**config.mk**
```make
export PLATFORM = sky130hd
export DESIGN_NAME = zx_tape_player
export DESIGN_NICKNAME = d
export VERILOG_FILES = /design/src/rtl/zx_tape_player.sv
export SDC_FILE = /design/constraint.sdc
export NUM_CORES = 1
export LEC_CHECK = 0
export BUFFER_PORTS_ARGS = -buffer_cell sky130_fd_sc_hd__buf_4
export CORE_MARGIN = 8
export CORE_UTILIZATION = 60
export DETAILED_ROUTE_END_ITERATION = 10
export PLACE_DENSITY = 0.8
export SLEW_MARGIN = 20
export SYNTH_ARGS = -nofsm -noshare
export SYNTH_HDL_FRONTEND = slang
export SYNTH_SLANG_ARGS = --single-unit
```
**constraint.sdc**
```tcl
create_clock -name clk_sys -period 3.9 [get_ports clk_sys]
set_input_delay 0.39 -clock clk_sys [delete_from_list [all_inputs] [get_ports clk_sys]]
set_output_delay 0.39 -clock clk_sys [all_outputs]
set_load 0.1 [all_outputs]
```
**src/rtl/zx_tape_player.sv**
```systemverilog
// zx_tape_player: plays tape-buffer bytes as ZX80/ZX81 cassette pulse trains; TAPE_PLAYER_TURBO_EN adds a turbo input.
// Latency: first pulse TL ticks plus a few clk after start; no backpressure, rd_data is consumed 2 clk after rd_addr settles.
module zx_tape_player #(
  parameter int         CE_HZ     = 6500000,
  parameter int         ADDR_W    = 14,
  parameter int         PULSE_US  = 150,
  parameter int         GAP_US    = 1300,
  parameter int         LEAD_MS   = 1000,
  parameter logic [7:0] NAME_BYTE = 8'hA6
) (
  input  logic              clk_sys,
  input  logic              reset,
  input  logic              ce,
  input  logic              start,
  input  logic              zx81,
`ifdef TAPE_PLAYER_TURBO_EN
  input  logic              turbo,
`endif
  input  logic [ADDR_W-1:0] len,
  output logic [ADDR_W-1:0] rd_addr,
  input  logic [7:0]        rd_data,
  output logic              tape_out,
  output logic              busy,
  output logic              done
);

  localparam longint TP_L = (longint'(PULSE_US) * longint'(CE_HZ)) / 64'sd1000000;
  localparam longint TG_L = (longint'(GAP_US) * longint'(CE_HZ)) / 64'sd1000000;
  localparam longint TL_L = (longint'(LEAD_MS) * longint'(CE_HZ)) / 64'sd1000;
  localparam int     TW   = $clog2(TL_L + 64'sd1);

  localparam logic [TW-1:0] TP_N = TW'(TP_L);
  localparam logic [TW-1:0] TG_N = TW'(TG_L);
  localparam logic [TW-1:0] TL_N = TW'(TL_L);

  typedef enum logic [2:0] {
    S_IDLE, S_LEAD, S_FETCH, S_BIT, S_PHI, S_PLO, S_GAP, S_TRAIL
  } state_t;

  state_t            state;
  logic [TW-1:0]     tmr;
  logic [3:0]        pcnt;
  logic [2:0]        bit_idx;
  logic [7:0]        sr;
  logic              is_name;
  logic              fcnt;
  logic [ADDR_W-1:0] len_r;
  logic              mode_r;
  logic [ADDR_W-1:0] next_addr;
  logic              tmr_last;

  logic [TW-1:0] tp_d, tg_d, tl_d, tl_start;

`ifdef TAPE_PLAYER_TURBO_EN
  logic turbo_r;
  assign tp_d     = turbo_r ? (TP_N >> 2) : TP_N;
  assign tg_d     = turbo_r ? (TG_N >> 2) : TG_N;
  assign tl_d     = turbo_r ? (TL_N >> 2) : TL_N;
  // The lead timer is loaded before turbo_r exists, so use the live input.
  assign tl_start = turbo ? (TL_N >> 2) : TL_N;
`else
  assign tp_d     = TP_N;
  assign tg_d     = TG_N;
  assign tl_d     = TL_N;
  assign tl_start = TL_N;
`endif

  assign next_addr = rd_addr + ADDR_W'(1);
  // A zero-length duration still costs one tick rather than wrapping the timer.
  assign tmr_last  = (tmr <= TW'(1));

  always_ff @(posedge clk_sys) begin
    done <= 1'b0;
    if (reset) begin
      state    <= S_IDLE;
      tape_out <= 1'b0;
      busy     <= 1'b0;
      done     <= 1'b0;
      rd_addr  <= '0;
      tmr      <= '0;
      pcnt     <= '0;
      bit_idx  <= '0;
      sr       <= '0;
      is_name  <= 1'b0;
      fcnt     <= 1'b0;
      len_r    <= '0;
      mode_r   <= 1'b0;
`ifdef TAPE_PLAYER_TURBO_EN
      turbo_r  <= 1'b0;
`endif
    end else begin
      case (state)
        S_IDLE: begin
          if (start) begin
            len_r   <= len;
            mode_r  <= zx81;
`ifdef TAPE_PLAYER_TURBO_EN
            turbo_r <= turbo;
`endif
            rd_addr <= '0;
            busy    <= 1'b1;
            tmr     <= tl_start;
            state   <= S_LEAD;
          end
        end

        S_LEAD: begin
          if (ce) begin
            if (tmr_last) begin
              bit_idx <= '0;
              if (mode_r) begin
                sr      <= NAME_BYTE;
                is_name <= 1'b1;
                state   <= S_BIT;
              end else if (len_r == '0) begin
                tmr   <= tl_d;
                state <= S_TRAIL;
              end else begin
                fcnt  <= 1'b0;
                state <= S_FETCH;
              end
            end else begin
              tmr <= tmr - TW'(1);
            end
          end
        end

        S_FETCH: begin
          if (fcnt) begin
            sr      <= rd_data;
            is_name <= 1'b0;
            bit_idx <= '0;
            state   <= S_BIT;
          end else begin
            fcnt <= 1'b1;
          end
        end

        // Waiting for ce here keeps every high pulse aligned to whole ce periods.
        S_BIT: begin
          if (ce) begin
            pcnt     <= sr[7] ? 4'd9 : 4'd4;
            tmr      <= tp_d;
            tape_out <= 1'b1;
            state    <= S_PHI;
          end
        end

        S_PHI: begin
          if (ce) begin
            if (tmr_last) begin
              tape_out <= 1'b0;
              tmr      <= tp_d;
              state    <= S_PLO;
            end else begin
              tmr <= tmr - TW'(1);
            end
          end
        end

        S_PLO: begin
          if (ce) begin
            if (tmr_last) begin
              pcnt <= pcnt - 4'd1;
              if (pcnt == 4'd1) begin
                tmr   <= tg_d;
                state <= S_GAP;
              end else begin
                tmr      <= tp_d;
                tape_out <= 1'b1;
                state    <= S_PHI;
              end
            end else begin
              tmr <= tmr - TW'(1);
            end
          end
        end

        S_GAP: begin
          if (ce) begin
            if (tmr_last) begin
              if (bit_idx != 3'd7) begin
                sr      <= {sr[6:0], 1'b0};
                bit_idx <= bit_idx + 3'd1;
                state   <= S_BIT;
              end else if (is_name) begin
                is_name <= 1'b0;
                fcnt    <= 1'b0;
                if (len_r == '0) begin
                  tmr   <= tl_d;
                  state <= S_TRAIL;
                end else begin
                  state <= S_FETCH;
                end
              end else begin
                rd_addr <= next_addr;
                fcnt    <= 1'b0;
                if (next_addr == len_r) begin
                  tmr   <= tl_d;
                  state <= S_TRAIL;
                end else begin
                  state <= S_FETCH;
                end
              end
            end else begin
              tmr <= tmr - TW'(1);
            end
          end
        end

        S_TRAIL: begin
          if (ce) begin
            if (tmr_last) begin
              done  <= 1'b1;
              busy  <= 1'b0;
              state <= S_IDLE;
            end else begin
              tmr <= tmr - TW'(1);
            end
          end
        end

        default: state <= S_IDLE;
      endcase
    end
  end

endmodule

```
==> flow_metrics.env <==
export IMPL_syn_nets=687
export IMPL_grt_pass1_wl_mm=21.7
export IMPL_grt_max_degree=73
export IMPL_slew_headroom=0.317
export IMPL_synth_adder_area_share=0.0206
export IMPL_post_cts_setup_buffer_count=0
export IMPL_crit_arrival_ns=3.71
export IMPL_antenna_found_initial=0
export IMPL_slew_viol_final=0
export IMPL_cp_slowest_cell="or4_1"
export IMPL_hpwlAfterDp_mm=9.07
export IMPL_rsz0062_at_grt="false"
export IMPL_synthSimpleGateAreaFrac=0.274
export IMPL_vias_per_cell=6.40
export IMPL_die_area_mm2=0.0110
export IMPL_p_per_area_mw_per_mm2=500
export IMPL_finalSetupTns_ns=0
export IMPL_hold_path_end="len_r[9]"
export IMPL_worst_slew_pin_slew_ns=1.02
export IMPL_die_x_um=105
export IMPL_synth_async_sr_flop_share=0
export IMPL_dp_cells=761
export IMPL_fin_area_mm2=0.00534
export IMPL_final_common_cell="nor2_1"
export IMPL_drive_gt1_frac=0.127
export IMPL_gp_congestion=0.919
export IMPL_timing_fmax_mhz=285
export IMPL_synthXorXnorAreaFrac=0.0388
export IMPL_synthCells=653
export IMPL_post_dp_cell_area_mm2=0.00507
export IMPL_final_cell_mix="82 x nor2_1, 78 x a21oi_1, 75 x dfxtp_1"
export IMPL_fin_crit_ns=3.50
export IMPL_synth_ff_type="dfxtp_1"
export IMPL_synth_top_family_by_area="simple AND/OR/NAND/NOR gates"
export IMPL_crit_path_max_fanout=28
export IMPL_drc_errors=0
export IMPL_numPortBuffers=43
export IMPL_grt_usage=0.233
export IMPL_cap_violations=0
export IMPL_firstDrtPassIters=5
export IMPL_clk_pin_slew_ns=0.09
export IMPL_wl_per_cell_um=16.8
export IMPL_hold_viol=0
export IMPL_hold_class="input pin to flop"
export IMPL_synth_compound_area_share=0.250
export IMPL_crit_type="flop to flop"
export IMPL_clockBufferDepth=2
export IMPL_r2r_start="tmr[8]"
export IMPL_slowest_delay_ns=0.83
export IMPL_finalNonFillerCells=777
export IMPL_start_util=0.617
export IMPL_setup_violations=0
export IMPL_die_height_um=105
export IMPL_cts_resized=0
export IMPL_cts_root_buffer="clkbuf_8"
export IMPL_status="finished, final reports clean"
export IMPL_ys_types=62
export IMPL_rr_worst_depth=8
export IMPL_crit_path_end_kind="flop"
export IMPL_row_count=32
export IMPL_core_area_mm2=0.00769
export IMPL_clk_insertion_delay_late_ns=0.36
export IMPL_power_leakage_nw=2.00
export IMPL_avgSynthCellArea_um2=7.27
export IMPL_yosys_register_bits=75
export IMPL_synth_mux_area_fraction=0.0425
export IMPL_synthToLayoutAreaGrowth_pct=12.6
export IMPL_ant_nets=0
export IMPL_numClockSinks=75
export IMPL_finalCritPeriodShare=0.898
export IMPL_synth_edf_count=0
export IMPL_ioPinCount=44
export IMPL_syn_area_mm2=0.00474
export IMPL_cts_tree="built"
export IMPL_fillers=675
export IMPL_fin_worst_skew_ns=0.0150
export IMPL_rrSetupSlack_ns=0.40
export IMPL_grt_pass1_vias=4568
export IMPL_ys_seq_area_frac=0.316
export IMPL_cts_htree_levels=3
export IMPL_antenna_cells=0
export IMPL_min_from="len[9]"
export IMPL_drt_wl_total_mm=13.1
export IMPL_drtIter0Drc=517
export IMPL_crit_required_ns=4.11
export IMPL_min_path_cells=3
export IMPL_overflow=0
export IMPL_yosys_warnings=0
export IMPL_worstSetupStartpointType="flop"
export IMPL_cts_inserted_buffers=9
export IMPL_rr_endpoint="tmr[2]"
export IMPL_postCtsHoldBufs=0
export IMPL_peakVddDrop_mv=0.375
export IMPL_layout_nets=704
export IMPL_crit_chain="nor4_1 -> nand3b_1 -> or4_1 -> nor3_4 -> a21o_1 -> buf_4 -> mux2i_1 -> nor2_1"
export IMPL_via_count=4976
## power breakdown
part,internal [mW],switching (mW),leakage [nW],total (mW)
logic,0.350,0.559,1.25,0.909
clock network,0.497,0.320,0.135,0.817
registers,0.835,0.112,0.610,0.946
## synthesized netlist by cell type (all sizes together) (4+ instances only)
master,number,share of area
nor2,82,0.065
a21oi,78,0.082
dfxtp,75,0.32
nand2,75,0.060
o21ai,43,0.045
clkbuf,37,0.029
nand3,21,0.022
nor3,21,0.025
mux2i,19,0.040
inv,17,0.013
xnor2,17,0.031
and3,12,0.016
buf,12,0.015
or3,12,0.017
a311oi,9,0.017
a31oi,9,0.012
nor4,9,0.015
nand4,8,0.011
ha,7,0.018
a211oi,6,0.0095
nand3b,6,0.0095
nand2b,5,0.0066
nor2b,5,0.0066
or4,5,0.0087
a221oi,4,0.0074
a22oi,4,0.0063
a32oi,4,0.0074
o211ai,4,0.0063
o22ai,4,0.0053
xor2,4,0.0074
## worst max-delay path by stage
stage                          start  endpoint  cells after the start
after floorplan           rd_addr[1]   tmr[10]                     11
after CTS                     tmr[8]    tmr[2]                      8
final                         tmr[8]    tmr[2]                      8
after detailed placement      tmr[8]    tmr[2]                      8
after global routing          tmr[8]    tmr[2]                      8
after global placement        tmr[8]    tmr[5]                      8
## layout make-up
class,instances,area [µm²],area share
Clock buffer,9,124,0.0232
Clock inverter,7,146,0.0274
Sequential cell,75,1500,0.281
Multi-Input combinational cell,512,2970,0.555
Tap cell,102,128,0.0239
Timing Repair Buffer,55,413,0.0773
Inverter,17,63.8,0.0119
## cells by family after synthesis
family / after synthesis
AOI/OAI and AO/OA: 193
adders and majority gates: 8
xor gates and xnor gates: 21
DFF: 75
and+or+nand+nor: 270
muxes: 20
buffers and inverters: 66
## critical path: cells and delay by family (launching register included)
| kind | cells | cell delay [ns] |
|---|---|---|
| AND/OR/NAND/NOR | 5 | 2.24 |
| buffers and inverters | 1 | 0.31 |
| AO/OA/AOI/OAI | 1 | 0.17 |
| multiplexers | 1 | 0.24 |
| flip-flops | 1 | 0.38 |
## metrics by stage
| stage | total power [mW] | utilization | hold WS [ns] | worst slack [ns] |
|---|---|---|---|---|
| after floorplan | 1.64 | - | 0.439 | 0.382 |
| after global placement | 1.82 | 0.660 | 0.454 | 0.695 |
| after detailed placement | 1.84 | 0.660 | 0.459 | 0.585 |
| after CTS | 2.66 | 0.695 | 0.270 | 0.487 |
| after global routing | 2.82 | 0.695 | 0.253 | 0.170 |
| final | 2.67 | 0.695 | 0.276 | 0.397 |
## state kept, by name, summed over array words and instances, names as in the netlist, 3 cells and up
name / count
rd_addr: 14
bit_idx: 3
state: 3
tmr: 23
sr: 8
pcnt: 4
len_r: 14
## layer usage
| layer | routed length (µm) | track usage | vias to the layer above |
|---|---|---|---|
| li1 | - | - | 2388 |
| met1 | 5350 | 0.274 | 2347 |
| met2 | 6450 | 0.397 | 205 |
| met3 | 952 | 0.0633 | 36 |
| met4 | 295 | 0.0856 | 0 |
| met5 | 0 | 0 | - |
Note: power is estimated with default switching activity, not from simulation.
